<file path="src/rtl/seg7_scan_ctrl.sv">
// Multiplexed 7-segment scan controller.
// Scans DIGITS digits as BLANK (all dark) then SHOW (one digit lit) slots.
// The display reads an active register set. A load writes a pending set,
// which becomes active at frame wrap, or at once while idle.
module seg7_scan_ctrl #(
  parameter int CLK_DIV   = 50000,
  parameter int BLANK_CYC = 16,
  parameter int DIGITS    = 8
) (
  input  logic        clk,
  input  logic        rst,
  input  logic        en,
  input  logic        load,
  input  logic [31:0] data_in,
  input  logic [7:0]  dp_in,
  input  logic        lz_en,
  output logic        ready,
  output logic [6:0]  seg,
  output logic        dp,
  output logic [7:0]  dig_low,
  output logic        frame_done
);

  localparam int CMAX = (CLK_DIV > BLANK_CYC) ? CLK_DIV : BLANK_CYC;
  localparam int CW   = $clog2(CMAX);
  localparam logic [CW-1:0] SHOW_LAST  = CW'(CLK_DIV - 1);
  localparam logic [CW-1:0] BLANK_LAST = CW'(BLANK_CYC - 1);
  localparam logic [2:0]    IDX_LAST   = 3'(DIGITS - 1);

  typedef enum logic [1:0] {IDLE, BLANK, SHOW} state_t;

  state_t          state_q, state_d;
  logic [CW-1:0]   cnt_q, cnt_d;
  logic [2:0]      idx_q, idx_d;
  logic [7:0][3:0] act_nib_q, act_nib_d, pend_nib_q, pend_nib_d;
  logic [7:0]      act_dp_q, act_dp_d, pend_dp_q, pend_dp_d;
  logic            pend_vld_q, pend_vld_d;
  logic            ready_q, ready_d;
  logic [6:0]      seg_q, seg_d;
  logic            dp_q, dp_d;
  logic [7:0]      dig_low_q, dig_low_d;
  logic            frame_done_q, frame_done_d;
  logic            wrap, accept, zero_above;
  logic [7:0]      supp;

  function automatic logic [6:0] hex2seg(input logic [3:0] h);
    case (h)
      4'h0: hex2seg = 7'h7E;  4'h1: hex2seg = 7'h30;
      4'h2: hex2seg = 7'h6D;  4'h3: hex2seg = 7'h79;
      4'h4: hex2seg = 7'h33;  4'h5: hex2seg = 7'h5B;
      4'h6: hex2seg = 7'h5F;  4'h7: hex2seg = 7'h70;
      4'h8: hex2seg = 7'h7F;  4'h9: hex2seg = 7'h7B;
      4'hA: hex2seg = 7'h77;  4'hB: hex2seg = 7'h1F;
      4'hC: hex2seg = 7'h4E;  4'hD: hex2seg = 7'h3D;
      4'hE: hex2seg = 7'h4F;  default: hex2seg = 7'h47;
    endcase
  endfunction

  // State, counters, register sets and registered outputs
  always_ff @(posedge clk or posedge rst) begin
    if (rst) begin
      state_q      <= IDLE;
      cnt_q        <= '0;
      idx_q        <= '0;
      act_nib_q    <= '0;
      act_dp_q     <= '0;
      pend_nib_q   <= '0;
      pend_dp_q    <= '0;
      pend_vld_q   <= 1'b0;
      ready_q      <= 1'b1;
      seg_q        <= '0;
      dp_q         <= 1'b0;
      dig_low_q    <= 8'hFF;
      frame_done_q <= 1'b0;
    end else begin
      state_q      <= state_d;
      cnt_q        <= cnt_d;
      idx_q        <= idx_d;
      act_nib_q    <= act_nib_d;
      act_dp_q     <= act_dp_d;
      pend_nib_q   <= pend_nib_d;
      pend_dp_q    <= pend_dp_d;
      pend_vld_q   <= pend_vld_d;
      ready_q      <= ready_d;
      seg_q        <= seg_d;
      dp_q         <= dp_d;
      dig_low_q    <= dig_low_d;
      frame_done_q <= frame_done_d;
    end
  end

  // Next-state: slot timing, digit index, wrap detection
  always_comb begin
    state_d = state_q;
    cnt_d   = cnt_q;
    idx_d   = idx_q;
    wrap    = 1'b0;
    if (!en) begin
      state_d = IDLE;
      cnt_d   = '0;
      idx_d   = '0;
    end else begin
      case (state_q)
        IDLE: begin
          state_d = BLANK;
          cnt_d   = '0;
          idx_d   = '0;
        end
        BLANK: begin
          if (cnt_q == BLANK_LAST) begin
            state_d = SHOW;
            cnt_d   = '0;
          end else begin
            cnt_d = cnt_q + 1'b1;
          end
        end
        SHOW: begin
          if (cnt_q == SHOW_LAST) begin
            state_d = BLANK;
            cnt_d   = '0;
            if (idx_q == IDX_LAST) begin
              idx_d = '0;
              wrap  = 1'b1;
            end else begin
              idx_d = idx_q + 1'b1;
            end
          end else begin
            cnt_d = cnt_q + 1'b1;
          end
        end
        default: state_d = IDLE;
      endcase
    end
  end

  // Pending/active register sets; a load landing on the wrap edge bypasses pending
  always_comb begin
    act_nib_d  = act_nib_q;
    act_dp_d   = act_dp_q;
    pend_nib_d = pend_nib_q;
    pend_dp_d  = pend_dp_q;
    pend_vld_d = pend_vld_q;
    accept     = load && ready_q;
    if (accept) begin
      if (wrap) begin
        act_nib_d = data_in;
        act_dp_d  = dp_in;
      end else begin
        pend_nib_d = data_in;
        pend_dp_d  = dp_in;
        pend_vld_d = 1'b1;
      end
    end
    if (pend_vld_q && (wrap || state_q == IDLE)) begin
      act_nib_d  = pend_nib_q;
      act_dp_d   = pend_dp_q;
      pend_vld_d = 1'b0;
    end
    ready_d = ~pend_vld_d;
  end

  // Output decode from next state so registered outputs line up with state_q
  always_comb begin
    zero_above   = 1'b1;
    supp         = '0;
    seg_d        = '0;
    dp_d         = 1'b0;
    dig_low_d    = 8'hFF;
    frame_done_d = wrap;
    for (int k = 7; k >= 0; k--) begin
      if (k < DIGITS) begin
        zero_above = zero_above && (act_nib_d[k] == 4'h0) && !act_dp_d[k];
        supp[k]    = (k > 0) && lz_en && zero_above;
      end
    end
    if (state_d == SHOW) begin
      dig_low_d[idx_d] = 1'b0;
      dp_d             = act_dp_d[idx_d];
      seg_d            = supp[idx_d] ? 7'h00 : hex2seg(act_nib_d[idx_d]);
    end
  end

  assign ready      = ready_q;
  assign seg        = seg_q;
  assign dp         = dp_q;
  assign dig_low    = dig_low_q;
  assign frame_done = frame_done_q;

endmodule
</file>
<file path="config.mk">
export PLATFORM = sky130hd
export DESIGN_NAME = seg7_scan_ctrl
export DESIGN_NICKNAME = d
export VERILOG_FILES = /design/src/rtl/seg7_scan_ctrl.sv
export SDC_FILE = /design/constraint.sdc
export NUM_CORES = 1
export LEC_CHECK = 0
export CAP_MARGIN = 20
export CORE_MARGIN = 1.5
export CORE_UTILIZATION = 30
export DETAILED_ROUTE_END_ITERATION = 16
export PLACE_DENSITY_LB_ADDON = 0.3
export SETUP_SLACK_MARGIN = 0.1
export SKIP_CTS_REPAIR_TIMING = 1
export SYNTH_ARGS = -nofsm -noshare
export SYNTH_HDL_FRONTEND = slang
export SYNTH_SLANG_ARGS = --single-unit
</file>
<file path="constraint.sdc">
create_clock -name clk -period 3.7 [get_ports clk]
set_input_delay 0.74 -clock clk [delete_from_list [all_inputs] [get_ports clk]]
set_output_delay 0.74 -clock clk [all_outputs]
set_load 0.01 [all_outputs]
</file>
=== Word level (Yosys, flattened, before mapping) ===
Memories as Yosys holds them, arrays and structs flattened.
Index checks and enable logic that the tools add are counted.

* Add/sub/neg operators: 2
* Magnitude comparators: 2
* Equality and inequality tests: 7
* Muxes and demuxes: 37
* Bitwise operators: 3
* Reductions and logical operators: 40

{| class="wikitable"
|+ Operators with widths
! operator !! number
|-
| 32-bit 2-to-1 mux || 3
|-
| 16-bit 2-to-1 mux || 3
|-
| 16-bit one-hot mux with 3 select lines || 1
|-
| 8-bit 2-to-1 mux || 4
|-
| 4-bit logical NOT || 7
|-
| 1-bit logical AND || 23
|-
| 16-bit by 1-bit adder with 16-bit output (second input constant) || 1
|-
| 16-bit == test (second input constant) || 1
|-
| 16-bit by 4-bit == test with 1-bit output (second input constant) || 1
|-
| 7-bit 2-to-1 mux || 2
|-
| 4-bit binary-select mux with 3-bit select || 1
|-
| 1-bit 2-to-1 mux || 11
|-
| 3-bit 2-to-1 mux || 3
|-
| 8-bit NOT || 1
|-
| 1-bit logical NOT || 7
|-
| 1-bit binary-select mux with 3-bit select || 2
|-
| 2-bit 2-to-1 mux || 3
|-
| 2-bit one-hot mux with 3 select lines || 1
|-
| 3-bit one-hot mux with 2 select lines || 1
|-
| 2-bit == test (second input constant) || 2
|-
| 3-bit by 4-bit less-than comparator with 1-bit output (second input constant) || 1
|-
| 4-bit 2-to-1 mux || 1
|-
| 4-bit by 1-bit inequality test with 1-bit output (second input constant) || 1
|-
| 3-bit by 1-bit adder with 3-bit output (second input constant) || 1
|-
| other kinds (8) || 9
|}

* Register bits after elaboration: 120
* Bits in read-only memories: 112
* Input bits: 45
* Output and inout port bits: 18
* Logic and storage cells: 119
* Memories kept: 1

{| class="wikitable"
|+ Memory list
! memory !! words !! width !! rd ports !! clocked after Yosys merged registers in !! write ports !! RTL line !! source
|-
| (no name shown) || 16 || 7 || 1 || 0 || 0 || 47 || <nowiki>case (h)</nowiki>
|}

=== Longest topological paths before layout ===
Gate-level depths: netlist of the first run.

* Word-level depth: 27
* Gate-level depth with buffers: 18
* Mapped depth without buffers: 16

=== Worst setup path after synthesis of the first run ===
OpenSTA, ideal clock, no wires.

* Kind: register to register
* From: reg cnt_q[0]
* To: reg seg_q[3] (netlist: seg[3])
* Library setup time: 84 ps
* Arrival time: 3407 ps
* Required time: 3616 ps
* Setup slack: 209 ps
* Stages on the path, launching flop included: 16
* Path buffers: 4
* Clock period less this slack: 3491 ps
* Path through: dfrtp_1 > ha_1 > and4b_1 > nand4_1 > buf_6 > o21a_1 > buf_6 > buf_12 > buf_8 > o21ai_1 > o32ai_1 > nor3_1 > inv_1 > ha_1 > or3_1 > a41oi_2

* Longest elaborated chain between the ends: 26
* Elaborated cells between the ends (all ways): 62
* Those cells by class: eq/ne: 3; mux: 22; reduce/logical: 36; memory: 1

{| class="wikitable"
|+ Ends and longest elaborated chain
! item !! RTL line !! source
|-
| start: declaration || 33 || <nowiki>logic [CW-1:0] cnt_q, cnt_d;</nowiki>
|-
| start signal: assignment || 77 || <nowiki>cnt_q <= cnt_d;</nowiki>
|-
| 16-bit == test || 118 || <nowiki>if (cnt_q == SHOW_LAST) begin</nowiki>
|-
| 1-bit 2-to-1 mux || 118 ||
|-
| 1-bit 2-to-1 mux || 103 || <nowiki>case (state_q)</nowiki>
|-
| 1-bit 2-to-1 mux || 98 || <nowiki>if (!en) begin</nowiki>
|-
| 32-bit 2-to-1 mux (tied with other cells) || 145 || <nowiki>if (wrap) begin</nowiki>
|-
| 32-bit 2-to-1 mux (tied with other cells) || 144 || <nowiki>if (accept) begin</nowiki>
|-
| 32-bit 2-to-1 mux / 8-bit 2-to-1 mux (equally long branches) || 154 || <nowiki>if (pend_vld_q && (wrap || state_q == IDLE)) begin</nowiki>
|-
| 4-bit logical NOT / 1-bit logical NOT (equally long branches) || 172 || <nowiki>zero_above = zero_above && (act_nib_d[k] == 4'h0) && !act_dp_d[k];</nowiki>
|-
| 1-bit logical AND (13 in series) || 172 ||
|-
| 1-bit logical AND || 173 || <nowiki>supp[k] = (k > 0) && lz_en && zero_above;</nowiki>
|-
| 1-bit binary-select mux with 3-bit select || 179 || <nowiki>seg_d = supp[idx_d] ? 7'h00 : hex2seg(act_nib_d[idx_d]);</nowiki>
|-
| 1-bit 2-to-1 mux (not written as such) || 179 ||
|-
| 7-bit 2-to-1 mux || 179 ||
|-
| 7-bit 2-to-1 mux (*) || 176 || <nowiki>if (state_d == SHOW) begin</nowiki>
|-
| named net seg_d[3] || 39 || <nowiki>logic [6:0] seg_q, seg_d;</nowiki>
|-
| end signal: assignment || 85 || <nowiki>seg_q <= seg_d;</nowiki>
|-
| end: declaration || 39 ||
|}

The timed path passes the listed nets; every way through them passes the cells marked *. The select of a mux whose other input is x is not followed.
A chain may end at the register's enable or synchronous reset.

=== Final worst setup path of the first run ===
Ends and elaborated chain as after synthesis.

==> reports/qor.txt, run 1 <==
Mapped Cells: 648
register bit total from synthesis: 120
sw frac: 32.4%
critical path type: reg2reg
final max-slew violation count: 0
register area: 3020 um2
Worst slew margin: 49.3%
share of layout cells above drive strength 1: 31.5%
Hold Path Class: reg2reg
P_leak: 3.93 nW
RR Startpoint: cnt_q[0]$_DFFE_PP0P_
clk slew on worst S/H paths: 60 ps
Post-synth top cells: 111 x dfrtp_1, 81 x nand2_1, 49 x nor2_1
CTS Buf Count: 17
first-pass GRT wire length: 31300 um
multi-input combinational cell area: 3520 um2
EDFF count, synth: 0
Power Dens Cells: 643 nW/um2
Via density: 5.19
largest net degree at the start of global routing: 46
vias in the first global route: 5686
post-synthesis sequential area ratio: 45.0%
Horiz. Die Dim: 152 um
Critical R2R Capture: seg[3]$_DFF_PP0_
WHS: 502 ps
Area Growth Syn to Fin: 35.3%
dpl hpwl: 14500 um
max_cap viols: 0
# IOs: 63
Initial Util: 30.6%
Std-Cell Rows: 54
Final Wtd Congestion: 0.869
Syn Nets: 706
drt wl/cell: 18.0 um
top-count cell post-synth: dfrtp_1
filler cell count: 2103
H-tree Lvls: 4
Synth cell types: 93
Mapped Area: 6700 um2
WP data required: 4040 ps
Least-Margin Pin Slew: 759 ps
Nets: 862
Clock Latency Late Sink: 420 ps
Top FF cell, synth: dfrtp_1
gr usage total: 17.2%
initial antenna violation count: 0
RSZ-0062 raised after global routing: yes
P_int: 3.94 mW
Comb power frac: 36.6%
Total Wirelength: 19800 um
Yosys top cell area share: 41.4%
final hold violation count: 0
ranking of synthesized cells by area: dfrtp_1 41%, mux2_2 6.7%, nand2_1 4.5%
CTS tree: yes
status: finished, final reports clean
GRT Residual Overflow: 0
Vias: 5689
cell taking the most area after synthesis: dfrtp_1
port buffer count: 62
critical path endpoint: seg[3]$_DFF_PP0_
Yosys warning count: 0
ANT nets after route: 0
fin crit share: 93.8%
Setup crit start kind: flop
dpl cell area: 8130 um2
area of the die: 23300 um2
1st-iter DRT viols: 354
clock skew: 14.7 ps
Reg2Reg Setup Slack: 230 ps
Pre-Repair DR Iteration Count: 5
crit path max fanout: 8
post-route cell area: 9070 um2
NetSw: 1.89 mW
DRC: 0
clock root buffer: clkbuf_16
Setup violations, final: 0
min Tclk post-route: 3470 ps
CP endpoint kind: flop
Worst R2R Path Depth: 15
asr flop ratio synth: 100%
Die H: 152 um
clk sinks: 120
Fmax: 288 MHz
Peak VDD IR: 0.239 mV
mean post-synth cell area: 10.3 um2
CP startpoint: cnt_q[0]$_DFFE_PP0P_
core area: 21900 um2
clk buf depth: 2
ANT cells: 0
Seq pwr share: 33.9%
critical path arrival: 3810 ps
clock power share: 29.6%
## per-layer routing
layer | vias up | GRT usage (%) | part of all wire, %
met2 | 149 | 28.8 | 49
met4 | 0 | 7.55 | 2.9
met1 | 2824 | 21.4 | 45
met5 | - | 0 | 0
met3 | 35 | 3.75 | 3.6
li1 | 2681 | - | -
## power by group through the flow
| stage | Sequential (mW) | Clock [mW] | Combinational [mW] |
|---|---|---|---|
| 4_1_cts | 1.97 | 1.75 | 1.99 |
| 2_1_floorplan | 1.92 | 0 | 1.34 |
| 6_report | 1.97 | 1.72 | 2.13 |
| 5_1_grt | 2.03 | 1.81 | 2.33 |
| 3_5_place_dp | 1.99 | 0 | 1.99 |
| 3_3_place_gp | 1.98 | 0 | 1.97 |
## metrics by stage
stage | setup TNS [ps] | utilization [%] | power [mW] | setup slack (ps) | std cells
2_1_floorplan | 0 | - | 3.27 | 209 | 648
3_3_place_gp | -308 | 37.1 | 3.95 | -153 | 1049
3_5_place_dp | -414 | 37.1 | 3.98 | -191 | 1049
4_1_cts | -35.2 | 39.9 | 5.72 | -35.2 | 1081
5_1_grt | 0 | 41.4 | 6.17 | 55.5 | 1097
6_report | 0 | 41.4 | 5.83 | 229 | 1097
## cell usage in the layout, fill, tap and decap left out, drive strengths merged, types with 5 or more instances in the layout
cell type,instances
ha,13
a211oi,11
o21ai,38
a31oi,13
clkbuf,24
a21o,6
o31ai,5
and3,13
or3,7
mux2,41
buf,108
nor2,52
nand2,83
a21oi,16
clkdlybuf4s50,62
nand3,39
dfstp,9
nand2b,9
inv,18
o21a,9
dfrtp,111
nor3,11
and2,13
mux2i,15
nand4,5
nor4,6
## critical path, cell delays in order, from the launching register on
cell and delay (ps):
dfrtp_1 390, ha_4 160, and4b_1 240, buf_4 140, nand4_1 190, buf_6 240
o2111ai_4 220, a2111oi_4 100, buf_4 180, buf_4 150, a22oi_1 230, o211ai_1 180
buf_4 190, ha_1 210, or3_1 390, a41oi_2 160
## registers in the layout, summed over array words and instances (netlist names), 2 cells and up
| register | cells |
|---|---|
| dig_low | 8 |
| act_dp_q | 8 |
| seg | 7 |
| act_nib_q | 32 |
| pend_dp_q | 8 |
| state_q | 2 |
| cnt_q | 16 |
| pend_nib_q | 32 |
| idx_q | 3 |
## cells by family after synthesis
logic type | after synthesis | share of synthesized area, %
and+or+nand+nor | 254 | 20.1
AOI/OAI and AO/OA | 147 | 17.4
DFF | 120 | 45.0
muxes | 56 | 9.13
buffers and inverters | 52 | 5.21
adders and majority gates | 13 | 2.43
xor gates and xnor gates | 6 | 0.784
## worst min-delay path by stage
| stage | start | to | depth (start not counted) |
|---|---|---|---|
| floorplan | pend_vld_q$_DFF_PP0_ | ready$_DFF_PP1_ | 1 |
| global placement | pend_nib_q[18]$_DFFE_PP0P_ | pend_nib_q[18]$_DFFE_PP0P_ | 1 |
| detailed placement | pend_nib_q[18]$_DFFE_PP0P_ | pend_nib_q[18]$_DFFE_PP0P_ | 1 |
| CTS | pend_nib_q[18]$_DFFE_PP0P_ | pend_nib_q[18]$_DFFE_PP0P_ | 1 |
| global route | pend_nib_q[18]$_DFFE_PP0P_ | pend_nib_q[18]$_DFFE_PP0P_ | 1 |
| finish | pend_nib_q[18]$_DFFE_PP0P_ | pend_nib_q[18]$_DFFE_PP0P_ | 1 |
## final cells by class
type | instances | share of cell area, %
Inverter | 19 | 0.856
Sequential cell | 120 | 33.3
Clock inverter | 8 | 1.30
Multi-Input combinational cell | 476 | 38.8
Timing Repair Buffer | 170 | 16.5
Tap cell | 280 | 3.86
Clock buffer | 24 | 5.42
(Power assumes the default switching activity.)
==> run 2, diff against run 1 <==
- ABC_AREA: not set -> 1
==> run 2 against run 1 <==
Cell area decreased by 9.6%. Register-to-register slack better by 300 ps. Core utilization shrank 2.7 points. Power fell by 3.9%. Worst setup slack better by 260 ps. Routed wire length down 13%. Clock-buffer cell count unchanged. Global-route usage shrank 1.0 points. Clock skew shrank 4.8 ps. Cell count increased by 12%. Sequential power about the same. Critical endpoint unchanged. Largest power group is now sequential cells.
==> reports/qor.txt, run 2 <==
Pre-Repair DR Iteration Count: 5 (unchanged)
critical path type: in2reg
1st-iter DRT viols: 324 (-8.5%)
mux cell area share after synthesis: 0% (-9.1 points)
final max-slew violation count: 0 (unchanged)
Die H: 150 um (-1.4%)
Synth cell types: 41 (-56%)
Nets: 995 (+15%)
Final Wtd Congestion: 0.881 (+1.3%)
# IOs: 63 (unchanged)
worst path cell trace: clkdlybuf4s50_1, nand2_1, nor2_1, nand3_4, nand2_2, nand2_4, buf_4, or2_0, nand2_1, nor2_1, nor2_1, nand2_1, nor2_2, inv_1, ha_1, inv_1, nand3_1, nand3_1, nand3_1, nor2_1
Vias: 5519 (-3.0%)
Largest regs: act_nib_q (32), pend_nib_q (32), cnt_q (16)
Setup violations, final: 0 (unchanged)
P_leak: 4.06 nW (+3.3%)
clock root buffer: clkbuf_16
CP endpoint kind: flop
Horiz. Die Dim: 150 um (-1.4%)
Via density: 4.51 (-13%)
dpl hpwl: 12400 um (-14%)
Pwr Total: 5.60 mW (-3.9%)
Mapped Cells: 857 (+32%)
share of layout cells above drive strength 1: 11.3% (-20 points)
simple-gate portion of the synthesized area: 31.0% (+11 points)
slowest stage delay, CP: 520 ps (+130 ps)
Worst slew margin: 45.1% (-4.2 points)
Yosys warning count: 0 (unchanged)
drt wl/cell: 14.1 um (-22%)
crit path max fanout: 11 (+3)
Least-Margin Pin Slew: 822 ps (+63.4 ps)
CTS Buf Count: 17 (unchanged)
gr usage total: 16.2% (-1.0 points)
ranking of synthesized cells by area: dfrtp_1 43%, nand2_1 14%, inv_1 7.4%
compound-gate portion of the synthesized area: 9.26% (-8.2 points)
critical path arrival: 3560 ps (-250 ps)
clock skew: 9.84 ps (-4.82 ps)
asr flop ratio synth: 100% (unchanged)
multi-input combinational cell area: 2820 um2 (-20%)
ANT cells: 0 (unchanged)
EDFF count, synth: 0 (unchanged)
status: finished, final reports clean
XOR/XNOR Fraction of Synth Area: 0.538% (-0.25 points)
area of the die: 22600 um2 (-2.8%)
Synth Area in Adders: 2.50% (+0.070 points)
Power Dens Cells: 683 nW/um2 (+6.3%)
Worst path slowest cell: clkdlybuf4s50_1
Seq pwr share: 34.8% (+0.9 points)
RSZ-0062 raised after global routing: no
min Tclk post-route: 3210 ps (-264 ps)
vias in the first global route: 5455 (-4.1%)
Clock Latency Late Sink: 420 ps (about the same)
Top FF cell, synth: dfrtp_1
Setup crit start kind: primary input
core area: 21200 um2 (-3.4%)
mean post-synth cell area: 7.60 um2 (-27%)
Std-Cell Rows: 53 (-1.9%)
Yosys top cell area share: 42.6% (+1.2 points)
Peak VDD IR: 0.237 mV (-0.56%)
register bit total from synthesis: 120 (unchanged)
Hold Path Class: reg2reg
port buffer count: 62 (unchanged)
Syn Nets: 915 (+30%)
Buffers & Inverters on Critical Path: 4 (-1)
fin crit share: 86.7% (-7.1 points)
most frequent cells in the layout: 251 x nand2_1, 127 x inv_1, 111 x dfrtp_1, 71 x nor2_1, 71 x nand3_1
NetSw: 1.95 mW (+3.6%)
CTS tree: yes
final hold violation count: 0 (unchanged)
sw frac: 34.9% (+2.5 points)
Post-synth top cells: 251 x nand2_1, 128 x inv_1, 111 x dfrtp_1
Area Growth Syn to Fin: 25.8%
setup TNS: 0 ps (unchanged)
WP data required: 4050 ps (about the same)
register area: 3010 um2 (about the same)
cell mode on critical path: nor2_1
ANT nets after route: 0 (unchanged)
combinational family with the most area after synthesis: simple AND/OR/NAND/NOR gates
DRC: 0 (unchanged)
clk slew on worst S/H paths: 50 ps (about the same)
max_cap viols: 0 (unchanged)
initial antenna violation count: 0 (unchanged)
Mapped Area: 6510 um2 (-2.8%)
critical path's top delay family: simple AND/OR/NAND/NOR gates
H-tree Lvls: 4 (unchanged)
largest net degree at the start of global routing: 121 (+160%)
post-synthesis sequential area ratio: 46.3% (+1.3 points)
cell taking the most area after synthesis: dfrtp_1
P_int: 3.65 mW (-7.5%)
Comb power frac: 33.6% (-3.0 points)
clk sinks: 120 (unchanged)
Total Wirelength: 17300 um (-13%)
filler cell count: 2193 (+4.3%)
Initial Util: 30.8% (+0.17 points)
Fmax: 312 MHz (+8.2%)
top-count cell post-synth: nand2_1
commonest non-fill, non-tap cell in the layout: nand2_1
clk buf depth: 2 (unchanged)
GRT Residual Overflow: 0 (unchanged)
clock power share: 31.6% (+2.0 points)
first-pass GRT wire length: 28000 um (-11%)
==> run 2: changes by cell type in the layout (fill, tap and decap cells not counted), moves of 11 or more <==
cell	change
a31oi_1	-11
and2_1	-11
and3_1	-11
buf_4	-76
inv_1	+111
mux2_2	-40
mux2i_1	-14
nand2_1	+170
nand3_1	+36
nor2_1	+25
o21ai_0	+24
o21ai_1	+16
==> run 2: routing by layer <==
layer	share of wire, %	up-vias	GRT usage (%)
met5	0	-	0
li1	-	2833	-
met3	4.7	18	3.27
met2	46	122	26.4
met4	1.4	0	5.29
met1	48	2546	21.5
==> run 2: per-stage QoR <==
step | utilization, % | hold WS [ps] | cell area, um2 | setup slack [ps] | instances
6_report | 38.8 | 480 | 8200 | 494 | 1225
5_1_grt | 38.8 | 505 | 8200 | 134 | 1225
2_1_floorplan | - | 445 | 6520 | 840 | 857
4_1_cts | 38.8 | 480 | 8200 | 494 | 1225
3_5_place_dp | 35.8 | 468 | 7560 | 81.5 | 1193
3_3_place_gp | 35.8 | 463 | 7560 | 133 | 1193
==> run 2: power groups by stage <==
| stage | clock network [mW] | logic, mW | registers, mW |
|---|---|---|---|
| after floorplan | 0 | 1.29 | 1.92 |
| after global placement | 0 | 1.86 | 1.97 |
| after detailed placement | 0 | 1.88 | 1.96 |
| after CTS | 1.81 | 1.89 | 1.95 |
| after global routing | 1.86 | 2.15 | 2.00 |
| final | 1.77 | 1.88 | 1.95 |
==> run 2: logic make-up after synthesis <==
kind of cell               count (synthesis)
AOI/OAI and AO/OA                        105
adders and majority gates                 13
buffers and inverters                    163
DFF                                      120
xor gates and xnor gates                   4
and+or+nand+nor                          452
==> run 2: layout make-up <==
cell class / instances / share of cell area (%)
Clock inverter: 8 / 1.74
Timing Repair Buffer: 90 / 10.7
Inverter: 134 / 6.18
Multi-Input combinational cell: 574 / 34.4
Tap cell: 275 / 4.20
Clock buffer: 24 / 6.00
Sequential cell: 120 / 36.8
==> run 2: worst min-delay path, delay by kind of cell, from the launching register on <==
family / cells / cell delay [ps]
DFF: 1 / 340
and+or+nand+nor: 2 / 110
==> run 2: final timing paths <==
| kind | startpoint | to | slack (ps) | depth (start not counted) |
|---|---|---|---|---|
| min reg2reg | pend_nib_q[27]$_DFFE_PP0P_ | pend_nib_q[27]$_DFFE_PP0P_ | 480 | 2 |
| max in group asynchronous | rst | cnt_q[0]$_DFFE_PP0P_ | 2330 | 3 |
| min in group asynchronous | rst | pend_nib_q[2]$_DFFE_PP0P_ | 880 | 3 |
| min | pend_nib_q[27]$_DFFE_PP0P_ | pend_nib_q[27]$_DFFE_PP0P_ | 480 | 2 |
| max | en | seg[3]$_DFF_PP0_ | 490 | 20 |
| max reg2reg | state_q[0]$_DFF_PP0_ | seg[3]$_DFF_PP0_ | 530 | 21 |
